File: src/rtl/uart_bridge_pkg.sv
// Shared constants and FSM encoding for the UART-to-memory command bridge.
package uart_bridge_pkg;

  localparam logic [7:0] OP_WRITE = 8'h01;
  localparam logic [7:0] OP_READ  = 8'h02;
  localparam logic [7:0] RSP_WACK = 8'hA5;
  localparam logic [7:0] RSP_ERR  = 8'hEE;

  typedef enum logic [2:0] {
    ST_IDLE,
    ST_ADDR,
    ST_WDATA,
    ST_MEM,
    ST_RESP
  } state_t;

endpackage

File: src/rtl/uart_mem_bridge.sv
// Parses host packets from the uart_comm receive FIFO, performs one word read/write
// on the core's debug bus and returns the response bytes through the send FIFO.
module uart_mem_bridge
  import uart_bridge_pkg::*;
#(
  parameter int TIMEOUT_CYCLES = 1000000,
  parameter int ADDR_W         = 32
) (
  input  logic              CLK,
  input  logic              RST,
  input  logic [7:0]        recv_data,
  input  logic              receivable,
  output logic              recv_flag,
  output logic [7:0]        send_data,
  output logic              send_flag,
  input  logic              sendable,
  output logic              mem_req,
  output logic              mem_we,
  output logic [ADDR_W-1:0] mem_addr,
  output logic [31:0]       mem_wdata,
  input  logic              mem_ack,
  input  logic [31:0]       mem_rdata,
  output logic              busy,
  output logic              timeout
);

  localparam int               CNT_W    = $clog2(TIMEOUT_CYCLES);
  localparam logic [CNT_W-1:0] CNT_LAST = CNT_W'(TIMEOUT_CYCLES - 1);

  state_t           state_q;
  logic             we_q;
  logic [1:0]       idx_q;
  logic [CNT_W-1:0] cnt_q;
  logic [31:0]      addr_q;
  logic [31:0]      wdata_q;
  logic [31:0]      resp_q;
  logic [1:0]       resp_cnt_q;
  logic             mem_req_q;
  logic             timeout_q;
  logic             rdy_q;
  logic             pop;

  // Pop must be combinational so the FIFO head is consumed on the same edge it is
  // captured; rdy_q keeps it low while reset is asserted and for one cycle after.
  assign pop = rdy_q && receivable &&
               (state_q == ST_IDLE || state_q == ST_ADDR || state_q == ST_WDATA);

  assign recv_flag = pop;
  assign send_flag = (state_q == ST_RESP) && sendable;
  assign send_data = resp_q[7:0];
  assign busy      = (state_q != ST_IDLE);
  assign mem_req   = mem_req_q;
  assign mem_we    = we_q;
  assign mem_addr  = addr_q[ADDR_W-1:0];
  assign mem_wdata = wdata_q;
  assign timeout   = timeout_q;

  // NOTE: every register here is assigned with <= so all next-state terms read the
  // pre-edge values; a blocking = would leak updated values into later statements.
  always_ff @(posedge CLK or posedge RST) begin
    if (RST) begin
      state_q    <= ST_IDLE;
      we_q       <= 1'b0;
      idx_q      <= 2'd0;
      cnt_q      <= '0;
      addr_q     <= 32'h0;
      wdata_q    <= 32'h0;
      resp_q     <= 32'h0;
      resp_cnt_q <= 2'd0;
      mem_req_q  <= 1'b0;
      timeout_q  <= 1'b0;
      rdy_q      <= 1'b0;
    end else begin
      rdy_q     <= 1'b1;
      timeout_q <= 1'b0;
      case (state_q)
        ST_IDLE: begin
          cnt_q <= '0;
          idx_q <= 2'd0;
          if (pop) begin
            case (recv_data)
              OP_WRITE: begin
                we_q    <= 1'b1;
                state_q <= ST_ADDR;
              end
              OP_READ: begin
                we_q    <= 1'b0;
                state_q <= ST_ADDR;
              end
              default: begin
                resp_q     <= {24'h0, RSP_ERR};
                resp_cnt_q <= 2'd0;
                state_q    <= ST_RESP;
              end
            endcase
          end
        end

        ST_ADDR, ST_WDATA: begin
          if (pop) begin
            cnt_q <= '0;
            idx_q <= idx_q + 2'd1;
            // Little-endian fields: shift each byte in from the top.
            if (state_q == ST_ADDR) begin
              addr_q <= {recv_data, addr_q[31:8]};
            end else begin
              wdata_q <= {recv_data, wdata_q[31:8]};
            end
            if (idx_q == 2'd3) begin
              if (state_q == ST_ADDR && we_q) begin
                state_q <= ST_WDATA;
              end else begin
                state_q <= ST_MEM;
              end
            end
          end else if (cnt_q == CNT_LAST) begin
            cnt_q     <= '0;
            timeout_q <= 1'b1;
            state_q   <= ST_IDLE;
          end else begin
            cnt_q <= cnt_q + 1'b1;
          end
        end

        ST_MEM: begin
          if (!mem_req_q) begin
            mem_req_q <= 1'b1;
          end else if (mem_ack) begin
            mem_req_q <= 1'b0;
            state_q   <= ST_RESP;
            if (we_q) begin
              resp_q     <= {24'h0, RSP_WACK};
              resp_cnt_q <= 2'd0;
            end else begin
              resp_q     <= mem_rdata;
              resp_cnt_q <= 2'd3;
            end
          end
        end

        ST_RESP: begin
          if (sendable) begin
            resp_q <= {8'h0, resp_q[31:8]};
            if (resp_cnt_q == 2'd0) begin
              state_q <= ST_IDLE;
            end else begin
              resp_cnt_q <= resp_cnt_q - 2'd1;
            end
          end
        end

        default: state_q <= ST_IDLE;
      endcase
    end
  end

endmodule

File: config.mk
export PLATFORM = sky130hd
export DESIGN_NAME = uart_mem_bridge
export DESIGN_NICKNAME = d
export VERILOG_FILES = /design/src/rtl/uart_bridge_pkg.sv /design/src/rtl/uart_mem_bridge.sv
export SDC_FILE = /design/constraint.sdc
export NUM_CORES = 1
export LEC_CHECK = 0
export CAP_MARGIN = 20
export CORE_MARGIN = 2
export CORE_UTILIZATION = 30
export CTS_CLUSTER_SIZE = 14
export DETAILED_ROUTE_END_ITERATION = 10
export SLEW_MARGIN = 20
export SYNTH_ARGS = -nofsm -noshare
export SYNTH_HDL_FRONTEND = slang
export SYNTH_SLANG_ARGS = --single-unit
export TNS_END_PERCENT = 1
File: constraint.sdc
create_clock -name CLK -period 7.5 [get_ports CLK]
set_clock_uncertainty 0.15 [all_clocks]
set_input_delay 1.5 -clock CLK [delete_from_list [all_inputs] [get_ports CLK]]
set_output_delay 1.5 -clock CLK [all_outputs]
set_load 0.02 [all_outputs]
==> results of run 1 <==
stage by stage:
| stage | utilization, % | instance area, sq um | worst slack (ns) |
|---|---|---|---|
| finish | 40.9 | 7580 | 2.90 |
| floorplan | - | 5610 | 2.47 |
| global route | 40.9 | 7580 | 2.80 |
| global placement | 37.7 | 6980 | 2.96 |
| detailed placement | 37.7 | 6980 | 2.89 |
| CTS | 40.9 | 7570 | 2.88 |
worst paths after layout:
path,start,end,slack [ns],cells after the start
worst max-delay path,receivable,recv_flag,2.90,4
worst min-delay path,resp_q[31],resp_q[31],0.33,2
worst max register to register,state_q[2],resp_cnt_q[1],5.01,6
worst min register to register,resp_q[31],resp_q[31],0.33,2
max in group asynchronous,RST,rdy_q,4.44,3
min in group asynchronous,RST,mem_addr[5],1.52,2
kinds of logic after synthesis:
group / synth area share [%]
adder cells (fa/ha/maj): 1.03
AND/OR/NAND/NOR: 12.0
buffers and inverters: 4.11
XOR/XNOR: 2.19
other: 0.0669
multiplexers: 13.1
AO/OA/AOI/OAI: 10.9
flip-flops: 56.7
critical path: stages:
cell and delay (ns):
sky130_fd_sc_hd__clkdlybuf4s50_1 0.51, sky130_fd_sc_hd__nand2_1 0.09, sky130_fd_sc_hd__nor2_1 0.21, sky130_fd_sc_hd__clkdlybuf4s50_1 0.64
power groups by stage:
stage                     Combinational [mW]  Sequential (mW)  Clock, mW
after floorplan                        0.222            0.766          0
after global placement                 0.322            0.772          0
after detailed placement               0.330            0.776          0
after CTS                              0.331            0.763      0.836
after global routing                   0.359            0.768      0.872
final                                  0.327            0.763      0.816
cells in the final DEF, fill, tap and decap left out, types with 4 or more instances in the layout:
cell | Yosys | routed
sky130_fd_sc_hd__xnor2_1 | 11 | 11
sky130_fd_sc_hd__nand4_1 | 5 | 5
sky130_fd_sc_hd__a21oi_1 | 9 | 9
sky130_fd_sc_hd__clkbuf_16 | 0 | 17
sky130_fd_sc_hd__nor3_1 | 7 | 7
sky130_fd_sc_hd__a22o_1 | 5 | 5
sky130_fd_sc_hd__buf_4 | 8 | 4
sky130_fd_sc_hd__nor2_1 | 20 | 18
sky130_fd_sc_hd__inv_6 | 0 | 4
sky130_fd_sc_hd__nand3_1 | 13 | 13
sky130_fd_sc_hd__mux2_2 | 65 | 65
sky130_fd_sc_hd__dfrtp_1 | 127 | 127
sky130_fd_sc_hd__nand2b_1 | 6 | 6
sky130_fd_sc_hd__a21o_1 | 4 | 4
sky130_fd_sc_hd__clkinv_2 | 0 | 4
sky130_fd_sc_hd__o21ai_0 | 47 | 47
sky130_fd_sc_hd__and3_1 | 6 | 6
sky130_fd_sc_hd__o211ai_1 | 4 | 4
sky130_fd_sc_hd__clkdlybuf4s50_1 | 0 | 122
sky130_fd_sc_hd__inv_1 | 13 | 12
sky130_fd_sc_hd__a22oi_1 | 17 | 17
sky130_fd_sc_hd__nand2_1 | 63 | 63
routing by layer:
layer | vias up | track usage (%) | share of wire, %
met5 | - | 0 | 0
met4 | 0 | 5.95 | 2.1
met3 | 17 | 3.94 | 3.6
met2 | 88 | 23.4 | 49
met1 | 2056 | 17.9 | 45
li1 | 1967 | - | -
cell type report:
class	instances	area, sq um
Fill cell	1781	10900
Sequential cell	127	3180
Multi-Input combinational cell	322	2210
Timing Repair Buffer	127	1260
Clock buffer	20	457
Tap cell	234	293
Clock inverter	12	130
Inverter	13	51.3
flip-flops by register name, summed over array words and instances (netlist names):
| register | cells |
|---|---|
| timeout | 1 |
| rdy_q | 1 |
| mem_addr | 32 |
| cnt_q | 20 |
| mem_we | 1 |
| resp_cnt_q | 2 |
| resp_q | 32 |
| state_q | 3 |
| mem_wdata | 32 |
| idx_q | 2 |
| mem_req | 1 |
==> out/results.env, run 1 <==
MOST_COMMON_CELL_IN_THE_SYNTHESIZED_NETLIST='sky130_fd_sc_hd__dfrtp_1'
CHIPWIDTH_UM=141
IO_BUFFERS=122
FIRST_PASS_ITERS=4
SW_FRAC_OF_TOTAL_PCT=28.5
CLOCK-SINKS=127
GRT_REMAINING_OVERFLOW=0
WORST_EP_REQUIRED_TIME_NS=5.85
POST_CTS.RESIZED_INSTANCES=0
POWER.DENSITY_CELL_AREA_nW_PER_UM2=251
FIN_SETUP_TNS_NS=0
FP.DIEH_UM=141
POST_ROUTE_CELLS_DRIVE_ABOVE_1_SHARE_PCT=17.6
CRITPATHCAPTURETYPE='output pin'
INSERTEDDIODECOUNT=0
YS_TOP_CELLS_BY_AREA='sky130_fd_sc_hd__dfrtp_1 57%, sky130_fd_sc_hd__mux2_2 13%, sky130_fd_sc_hd__nand2_1 4.2%'
TIMING.FINAL.SETUP_VIOLATIONS=0
CLOCK_TREE.HTREE_LEVEL_COUNT=4
YS_SEQ_AREA_SHARE_PCT=56.7
RSZ_0062_RAISED_AFTER_GLOBAL_ROUTING='false'
GRT_FIRST_PASS_WIRELENGTH_MM=22.5
TOTAL_POWER_mW=1.91
CELLLEAKAGEPOWER_nW=3.33
WORSTSKEWPAIRLATENCY_NS=0.41
NUMBER_OF_NETS_STILL_FAILING_ANTENNA_CHECKS_AFTER_ROUTING=0
MIN_PERIOD_NS=4.60
SYNTH_WARNINGS=0
PLACE.DETAILED.INSTANCES=822
GRT_TOTAL_USAGE_PCT=14.3
MIN_PERIOD_OVER_PERIOD_PCT=61.4
HPWLAFTERDP_MM=9.14
MAXCAPVIOLCOUNT=0
SYNTH_ENABLE_FLOP_CELLS=0
CTS.REPORTEDPATHS.CLKPINSLEW_NS=0.06
DRT-TOTAL-WL_MM=13.4
AREA_DELTA_SYNTH_FINAL_PCT=35.1
FIN_NETS=656
P_SWITCHING_mW=0.544
MAX_SLEW_MARGIN_PCT=37.7
TRITONCTS='built'
NUM_VIAS=4128
YOSYS-TOP-CELLS-COUNT='127 x sky130_fd_sc_hd__dfrtp_1, 65 x sky130_fd_sc_hd__mux2_2, 63 x sky130_fd_sc_hd__nand2_1'
TIMING.HOLD.WS_NS=0.334
REPORT.FINAL.HOLD_VIOL_COUNT=0
MAX_FREQ_MHz=217
BUFFER_COUNT_FROM_POST_CTS_SETUP_FIXING=0
GRT_MAX_DEGREE=77
TIMING.SETUP.CRITICAL_PATH_CLASS='in -> out'
FLOORPLAN.CORE_AREA_SQ_UM=18500
CTS_BUFFERS=17
ROW_COUNT=50
ASYNCSETRESETFLOPFRACSYNTH_PCT=100
DRT-VIAS-PER-INSTANCE=4.83
CTS_HOLD_BUF=0
VIAS_IN_THE_FIRST_GLOBAL_ROUTE=4291
GP_WEIGHTED_CONGESTION=0.800
SYNTH.AVG_CELL_AREA_SQ_UM=11.3
WL_PER_CELL_UM=15.7
INSTANCES_NO_FILL=855
HOLD_PATH.CLASS='reg -> reg'
DRC=0
WORST-SLEW-PIN-TRANSITION_NS=0.935
SEQ_POWER_SHARE_PCT=40.0
DIE_AREA_SQ_UM=19800
YS_SEQ_ELEMENTS=127
POWER.CLOCK.FRACTION_PCT=42.8
YOSYS.AREA.TOP_TYPE='sky130_fd_sc_hd__dfrtp_1'
WORST_IR_DROP_VDD_V=0.000162
DRV_SLEW=0
NETLIST_AREA_SQ_UM=5610
DATA_ARRIVAL_TIME_AT_THE_WORST_SLACK_ENDPOINT_NS=2.95
ANTENNA_FOUND_INITIAL=0
CLOCK_TREE.BUFFER_DEPTH=2
CTS-ROOT-BUF='sky130_fd_sc_hd__clkbuf_16'
SYNTH_NETS=543
FLOORPLAN.INITIALDENSITY_PCT=30.3
SYNTHDISTINCTLIBCELLS=46
SYNTH_TOP_AREA_SHARE_PCT=56.7
FIRST_ITER_VIOLATIONS=277
OUTCOME='completed'
DOMINANTREGCELLSYNTH='sky130_fd_sc_hd__dfrtp_1'
RELATIVE_CONTRIBUTION_OF_COMBINATIONAL_CELLS_TO_TOTAL_POWER_PCT=17.1
CRITPATHLAUNCHTYPE='input port'
CELLINTERNALPOWER_mW=1.36
POST_SYN_INSTANCES=495
IO_PINS=123
CP_MAX_FO=4
Note: power is estimated with default switching activity, not from simulation.
==> inputs of run 2 (changes only) <==
- clock period: 7.5 -> 4.4 ns (I/O delays scaled with it)
==> out/results.env, run 2 (same netlist as run 1, synthesis figures left out) <==
DATA_ARRIVAL_TIME_AT_THE_WORST_SLACK_ENDPOINT_NS=2.32  # was 2.95 ns
CRITPATHCAPTURETYPE='output pin'  # unchanged
MULTI_INPUT_COMB_AREA_SQ_UM=2210  # unchanged
WL_PER_CELL_UM=15.3  # was 15.7 um
TRITONCTS='built'  # unchanged
WORST_R2R_ENDPOINT='resp_q[17]'  # was resp_cnt_q[1]
HPWLAFTERDP_MM=9.12  # was 9.14 mm
TIMING.SETUP.CRITICAL_PATH_CLASS='in -> out'  # unchanged
DRV_SLEW=0  # unchanged
IO_PINS=123  # unchanged
DRT-TOTAL-WL_MM=13.1  # was 13.4 mm
CELLLEAKAGEPOWER_nW=3.33  # about the same
WORSTSKEWPAIRLATENCY_NS=0.42  # was 0.41 ns
MAXCAPVIOLCOUNT=0  # unchanged
CRITICAL-PATH-TOP-DELAY-FAMILY='buffers and inverters'  # unchanged
POWER.CLOCK.FRACTION_PCT=43.1  # was 42.8%
MIN_PERIOD_NS=3.35
WORSTREGTOREGCELLS=4  # was 6
RELATIVE_CONTRIBUTION_OF_COMBINATIONAL_CELLS_TO_TOTAL_POWER_PCT=17.0  # was 17.1%
ANTENNA_FOUND_INITIAL=0  # unchanged
FP.DIEH_UM=141  # unchanged
TIMING.CRITICAL_PATH.CELLS='clkdlybuf4s50_1 -> nand2_1 -> nor2_1 -> clkdlybuf4s50_1'  # unchanged
CLOCK_TREE.HTREE_LEVEL_COUNT=4  # unchanged
CTS_HOLD_BUF=0  # unchanged
GRT_TOTAL_USAGE_PCT=13.8  # was 14.3%
RSZ_0062_RAISED_AFTER_GLOBAL_ROUTING='false'  # unchanged
MAX_FREQ_MHz=299
TIMING.CRITICAL_PATH.MODE_CELL='sky130_fd_sc_hd__clkdlybuf4s50_1'  # unchanged
DRT-VIAS-PER-INSTANCE=4.80  # was 4.83
MAX_SLEW_MARGIN_PCT=27.6  # was 37.7%
REGAREA_SQ_UM=3180  # unchanged
DPL_CELL_AREA_SQ_UM=6990  # was 6980 sq um
LAYOUT.CELLS.MOST_COMMON_LIST='127 x sky130_fd_sc_hd__dfrtp_1, 122 x sky130_fd_sc_hd__clkdlybuf4s50_1, 65 x sky130_fd_sc_hd__mux2_2'  # unchanged
FLOORPLAN.CORE_AREA_SQ_UM=18500  # unchanged
CELLINTERNALPOWER_mW=2.35  # was 1.36 mW
P_SWITCHING_mW=0.905  # was 0.544 mW
PLACE.DETAILED.INSTANCES=822  # unchanged
FIRST_PASS_ITERS=5  # was 4
HOLD_PATH.CLASS='reg -> reg'  # unchanged
CRITPATHLAUNCHTYPE='input port'  # unchanged
WORST_PATH_BUFS_INVS=2  # unchanged
SLOWEST_STAGE='sky130_fd_sc_hd__clkdlybuf4s50_1'  # unchanged
POST_CTS.RESIZED_INSTANCES=0  # unchanged
SW_FRAC_OF_TOTAL_PCT=27.8  # was 28.5%
GP_WEIGHTED_CONGESTION=0.790  # was 0.800
AREA_DELTA_SYNTH_FINAL_PCT=35.3  # was 35.1%
CTS.REPORTEDPATHS.CLKPINSLEW_NS=0.06  # about the same
OUTCOME='completed'  # unchanged
NUM_VIAS=4100  # was 4128
MOSTFREQUENTLAYOUTCELL='sky130_fd_sc_hd__dfrtp_1'  # unchanged
WORST_EP_REQUIRED_TIME_NS=3.37  # was 5.85 ns
DRC=0  # unchanged
CHIPWIDTH_UM=141  # unchanged
DIE_AREA_SQ_UM=19800  # unchanged
INSERTEDDIODECOUNT=0  # unchanged
MAX_STAGE_DELAY_ON_CRIT_PATH_NS=0.64  # about the same
INSTANCES_NO_FILL=854  # was 855
FIN_AREA_SQ_UM=7590  # was 7580 sq um
TIMING.REG2REG.SETUP_SLACK_NS=1.73  # was 5.01 ns
FILLERINSTANCES=1778  # was 1781
ROW_COUNT=50  # unchanged
WORST_IR_DROP_VDD_V=0.000254  # was 0.000162 V
CP_MAX_FO=4  # unchanged
GRT_MAX_DEGREE=93  # was 77
CTS_BUFFERS=17  # unchanged
SEQ_POWER_SHARE_PCT=39.9  # was 40.0%
MIN_PERIOD_OVER_PERIOD_PCT=76.1
FIRST_ITER_VIOLATIONS=236  # was 277
FIN_NETS=655  # was 656
HP-START='resp_q[28]'  # was resp_q[31]
WHS_PATH_DEPTH=2  # unchanged
FIN_SETUP_TNS_NS=0  # unchanged
POWER.DENSITY_CELL_AREA_nW_PER_UM2=429  # was 251 nW/um^2
GRT_REMAINING_OVERFLOW=0  # unchanged
FLOORPLAN.INITIALDENSITY_PCT=30.3  # unchanged
REPORT.FINAL.HOLD_VIOL_COUNT=0  # unchanged
WORST_HOLD_PATH.ENDPOINT='resp_q[28]'  # was resp_q[31]
VIAS_IN_THE_FIRST_GLOBAL_ROUTE=4142  # was 4291
CTS-ROOT-BUF='sky130_fd_sc_hd__clkbuf_16'  # unchanged
WORST_REG2REG_STARTPOINT='state_q[0]'  # was state_q[2]
CLOCK_TREE.BUFFER_DEPTH=2  # unchanged
IO_BUFFERS=122  # unchanged
CLOCK-SINKS=127  # unchanged
GRT_FIRST_PASS_WIRELENGTH_MM=21.9  # was 22.5 mm
NUMBER_OF_NETS_STILL_FAILING_ANTENNA_CHECKS_AFTER_ROUTING=0  # unchanged
TIMING.FINAL.SETUP_VIOLATIONS=0  # unchanged
POST_ROUTE_CELLS_DRIVE_ABOVE_1_SHARE_PCT=17.3  # was 17.6%
WORST-SLEW-PIN-TRANSITION_NS=1.08  # was 0.935 ns
BUFFER_COUNT_FROM_POST_CTS_SETUP_FIXING=0  # unchanged
run 2: worst reg2reg max path: stages, from the launching register on:
cell                      delay [ns]
sky130_fd_sc_hd__dfrtp_1        0.66
sky130_fd_sc_hd__and3b_1        0.43
sky130_fd_sc_hd__nor2b_2        0.94
sky130_fd_sc_hd__a22oi_1        0.16
sky130_fd_sc_hd__o21ai_0        0.23
run 2: cell type report:
type	instances	share of cell area (%)
inverters	13	0.692
clock buffers	19	5.70
multi-input cells	322	29.1
flip-flops and latches	127	41.9
well taps	234	3.86
repair buffers	126	16.7
clock inverters	13	2.13
run 2: per-layer routing:
layer	up-vias	wire, um	global-route usage, %
li1	1974	-	-
met1	2050	5900	17.8
met2	72	6680	22.6
met3	4	416	3.91
met4	0	85	4.58
met5	-	0	0
run 2: worst max path at each step:
stage / start / end / cells after the start
3_3_place_gp: recv_data[2] / resp_cnt_q[1] / 7
3_5_place_dp: recv_data[2] / resp_cnt_q[1] / 7
6_report: receivable / recv_flag / 4
5_1_grt: receivable / recv_flag / 4
2_1_floorplan: RST / cnt_q[0] / 1
4_1_cts: receivable / recv_flag / 4
run 2: power by group through the flow:
stage	Clock (mW)	Combinational (mW)	Sequential, mW
floorplan	0	0.379	1.31
global placement	0	0.547	1.32
detailed placement	0	0.557	1.32
CTS	1.44	0.560	1.30
global route	1.51	0.609	1.31
finish	1.40	0.552	1.30
run 2: per-stage QoR:
stage	hold WS [ns]	utilization (%)	setup slack, ns	power, mW
2_1_floorplan	0.295	-	1.80	1.69
3_3_place_gp	0.311	37.8	0.967	1.86
3_5_place_dp	0.321	37.8	0.898	1.88
4_1_cts	0.334	41.0	1.05	3.30
5_1_grt	0.361	41.0	0.930	3.43
6_report	0.330	41.0	1.05	3.25
==> inputs of run 3 (changes only) <==
- clock period: 4.4 -> 3.1 ns (I/O delays scaled with it)
==> out/results.env, run 3 (same netlist as run 1, synthesis figures left out) <==
SEQ_POWER_SHARE_PCT=38.9  # was 39.9%
SW_FRAC_OF_TOTAL_PCT=28.0  # was 27.8%
FIN_SETUP_TNS_NS=0  # unchanged
FLOORPLAN.CORE_AREA_SQ_UM=18500  # unchanged
FIRST_ITER_VIOLATIONS=291  # was 236
AREA_DELTA_SYNTH_FINAL_PCT=37.9  # was 35.3%
TIMING.HOLD.WS_NS=0.329  # was 0.330 ns
WHS_PATH_DEPTH=2  # unchanged
NUM_VIAS=4110  # was 4100
P_SWITCHING_mW=1.32  # was 0.905 mW
NUMBER_OF_NETS_STILL_FAILING_ANTENNA_CHECKS_AFTER_ROUTING=0  # unchanged
WORSTREGTOREGCELLS=6  # was 4
FIN_NETS=664  # was 655
DIE_AREA_SQ_UM=19800  # unchanged
IO_PINS=123  # unchanged
WORST_IR_DROP_VDD_V=0.000437  # was 0.000254 V
RELATIVE_CONTRIBUTION_OF_COMBINATIONAL_CELLS_TO_TOTAL_POWER_PCT=18.0  # was 17.0%
MIN_PERIOD_OVER_PERIOD_PCT=93.3
FIRST_PASS_ITERS=4  # was 5
WORST-SLEW-PIN-TRANSITION_NS=0.729  # was 1.08 ns
TIMING.FINAL.SETUP_VIOLATIONS=0  # unchanged
FINAL_CORE_UTILIZATION_PCT=41.8  # was 41.0%
WORSTSKEWPAIRLATENCY_NS=0.41  # was 0.42 ns
HPWLAFTERDP_MM=9.45  # was 9.12 mm
CLOCK_TREE.BUFFER_DEPTH=2  # unchanged
DRT-TOTAL-WL_MM=13.3  # was 13.1 mm
ANTENNA_FOUND_INITIAL=0  # unchanged
MOSTFREQUENTLAYOUTCELL='sky130_fd_sc_hd__dfrtp_1'  # unchanged
CP_MAX_FO=14  # was 4
GRT_MAX_DEGREE=51  # was 93
CRITPATHCAPTURETYPE='output pin'  # unchanged
HOLD_PATH.CLASS='reg -> reg'  # unchanged
FP.DIEH_UM=141  # unchanged
TIMING.CRITICAL_PATH.CELLS='a21o_2 -> nor2_1 -> clkdlybuf4s50_1'  # was clkdlybuf4s50_1 -> nand2_1 -> nor2_1 -> clkdlybuf4s50_1
GP_WEIGHTED_CONGESTION=0.812  # was 0.790
MAX_SLEW_MARGIN_PCT=51.4  # was 27.6%
POWER.CLOCK.FRACTION_PCT=43.1  # about the same
REPORT.FINAL.HOLD_VIOL_COUNT=0  # unchanged
PLACE_WS_NS=0.241  # was 0.898 ns
POWER.DENSITY_CELL_AREA_nW_PER_UM2=609  # was 429 nW/um^2
FLOORPLAN.INITIALDENSITY_PCT=30.3  # unchanged
MAX_FREQ_MHz=346
TIMING.SETUP.CRITICAL_PATH_CLASS='reg -> out'  # was in -> out
CELLINTERNALPOWER_mW=3.39  # was 2.35 mW
GRT_REMAINING_OVERFLOW=0  # unchanged
VIAS_IN_THE_FIRST_GLOBAL_ROUTE=4225  # was 4142
DPL_CELL_AREA_SQ_UM=7120  # was 6990 sq um
CTS_HOLD_BUF=0  # unchanged
CHIPWIDTH_UM=141  # unchanged
MAX_STAGE_DELAY_ON_CRIT_PATH_NS=0.65  # was 0.64 ns
CLOCK-SINKS=127  # unchanged
CTS_BUFFERS=17  # unchanged
DATA_ARRIVAL_TIME_AT_THE_WORST_SLACK_ENDPOINT_NS=2.12  # was 2.32 ns
WORST_EP_REQUIRED_TIME_NS=2.33  # was 3.37 ns
GRT_FIRST_PASS_WIRELENGTH_MM=21.9  # about the same
LAYOUT.CELLS.MOST_COMMON_LIST='126 x sky130_fd_sc_hd__dfrtp_1, 122 x sky130_fd_sc_hd__clkdlybuf4s50_1, 65 x sky130_fd_sc_hd__mux2_2'  # was 127 x sky130_fd_sc_hd__dfrtp_1, 122 x sky130_fd_sc_hd__clkdlybuf4s50_1, 65 x sky130_fd_sc_hd__mux2_2
RSZ_0062_RAISED_AFTER_GLOBAL_ROUTING='false'  # unchanged
CTS.REPORTEDPATHS.CLKPINSLEW_NS=0.06  # about the same
TOTAL_POWER_mW=4.71  # was 3.25 mW
INSERTEDDIODECOUNT=0  # unchanged
TRITONCTS='built'  # unchanged
DRT-VIAS-PER-INSTANCE=4.76  # was 4.80
FINAL_CRITICAL_PATH_SETUP_SLACK_NS=0.208  # was 1.05 ns
DRV_SLEW=0  # unchanged
MAXCAPVIOLCOUNT=0  # unchanged
FIN_AREA_SQ_UM=7730  # was 7590 sq um
PLACE.DETAILED.INSTANCES=831  # was 822
ROW_COUNT=50  # unchanged
CELLLEAKAGEPOWER_nW=3.39  # was 3.33 nW
GRT_TOTAL_USAGE_PCT=13.8  # about the same
OUTCOME='completed'  # unchanged
CLOCK_TREE.HTREE_LEVEL_COUNT=4  # unchanged
WL_PER_CELL_UM=15.4  # was 15.3 um
INSTANCES_NO_FILL=863  # was 854
MIN_PERIOD_NS=2.89
POST_ROUTE_CELLS_DRIVE_ABOVE_1_SHARE_PCT=18.9  # was 17.3%
CRITPATHLAUNCHTYPE='flip-flop'  # was input port
DRC=0  # unchanged
SLOWEST_STAGE='sky130_fd_sc_hd__clkdlybuf4s50_1'  # unchanged
CTS-ROOT-BUF='sky130_fd_sc_hd__clkbuf_16'  # unchanged
IO_BUFFERS=122  # unchanged
## run 3: cell types whose count changed in the layout (fill, tap and decap cells not counted), sizes merged
| cell | change |
|---|---|
| inv | -2 |
| clkinv | -1 |
| clkinvlp | +3 |
| buf | +9 |
## run 3: path summary, 6_finish.rpt
path	start	endpoint	slack [ns]
max in group asynchronous	RST	resp_q[2]	1.71
worst max-delay path	state_q[0]	recv_flag	0.21
worst max register to register	state_q[2]	resp_cnt_q[1]	0.81
worst min-delay path	resp_q[31]	resp_q[31]	0.33
worst min register to register	resp_q[31]	resp_q[31]	0.33
min in group asynchronous	RST	mem_addr[0]	0.50
## run 3: worst max-delay path, delay by kind of cell (launching register included)
kind | cells | cell delay (ns)
AO/OA/AOI/OAI | 1 | 0.33
buffers and inverters | 1 | 0.65
flip-flops | 1 | 0.50
AND/OR/NAND/NOR | 1 | 0.23
## run 3: metal layers
layer	track usage (%)	routed length [um]	up-vias
met5	0	0	-
met4	4.21	187	0
met3	4.25	504	14
met2	22.4	6700	83
met1	17.8	5920	2034
li1	-	-	1979
## run 3: power by group through the flow
stage          combinational [mW]  sequential [mW]  clock (mW)
2_1_floorplan               0.539             1.85           0
3_3_place_gp                0.835             1.86           0
3_5_place_dp                0.855             1.86           0
4_1_cts                     0.857             1.83        2.08
5_1_grt                     0.922             1.85        2.15
6_report                    0.849             1.83        2.03
## run 3: area by class of cell
class / instances / area [sq um]
clock buffers: 19 / 443
clock inverters: 13 / 165
fillers: 1744 / 10800
inverters: 13 / 52.6
multi-input cells: 322 / 2210
flip-flops and latches: 127 / 3180
well taps: 234 / 293
repair buffers: 135 / 1390
## run 3: what timing repair did
action                     in CTS  in global routing
buffers inserted                0                  0
setup endpoints to repair       0                  1
gates resized for setup         0                  2
hold endpoints to repair        0                  0
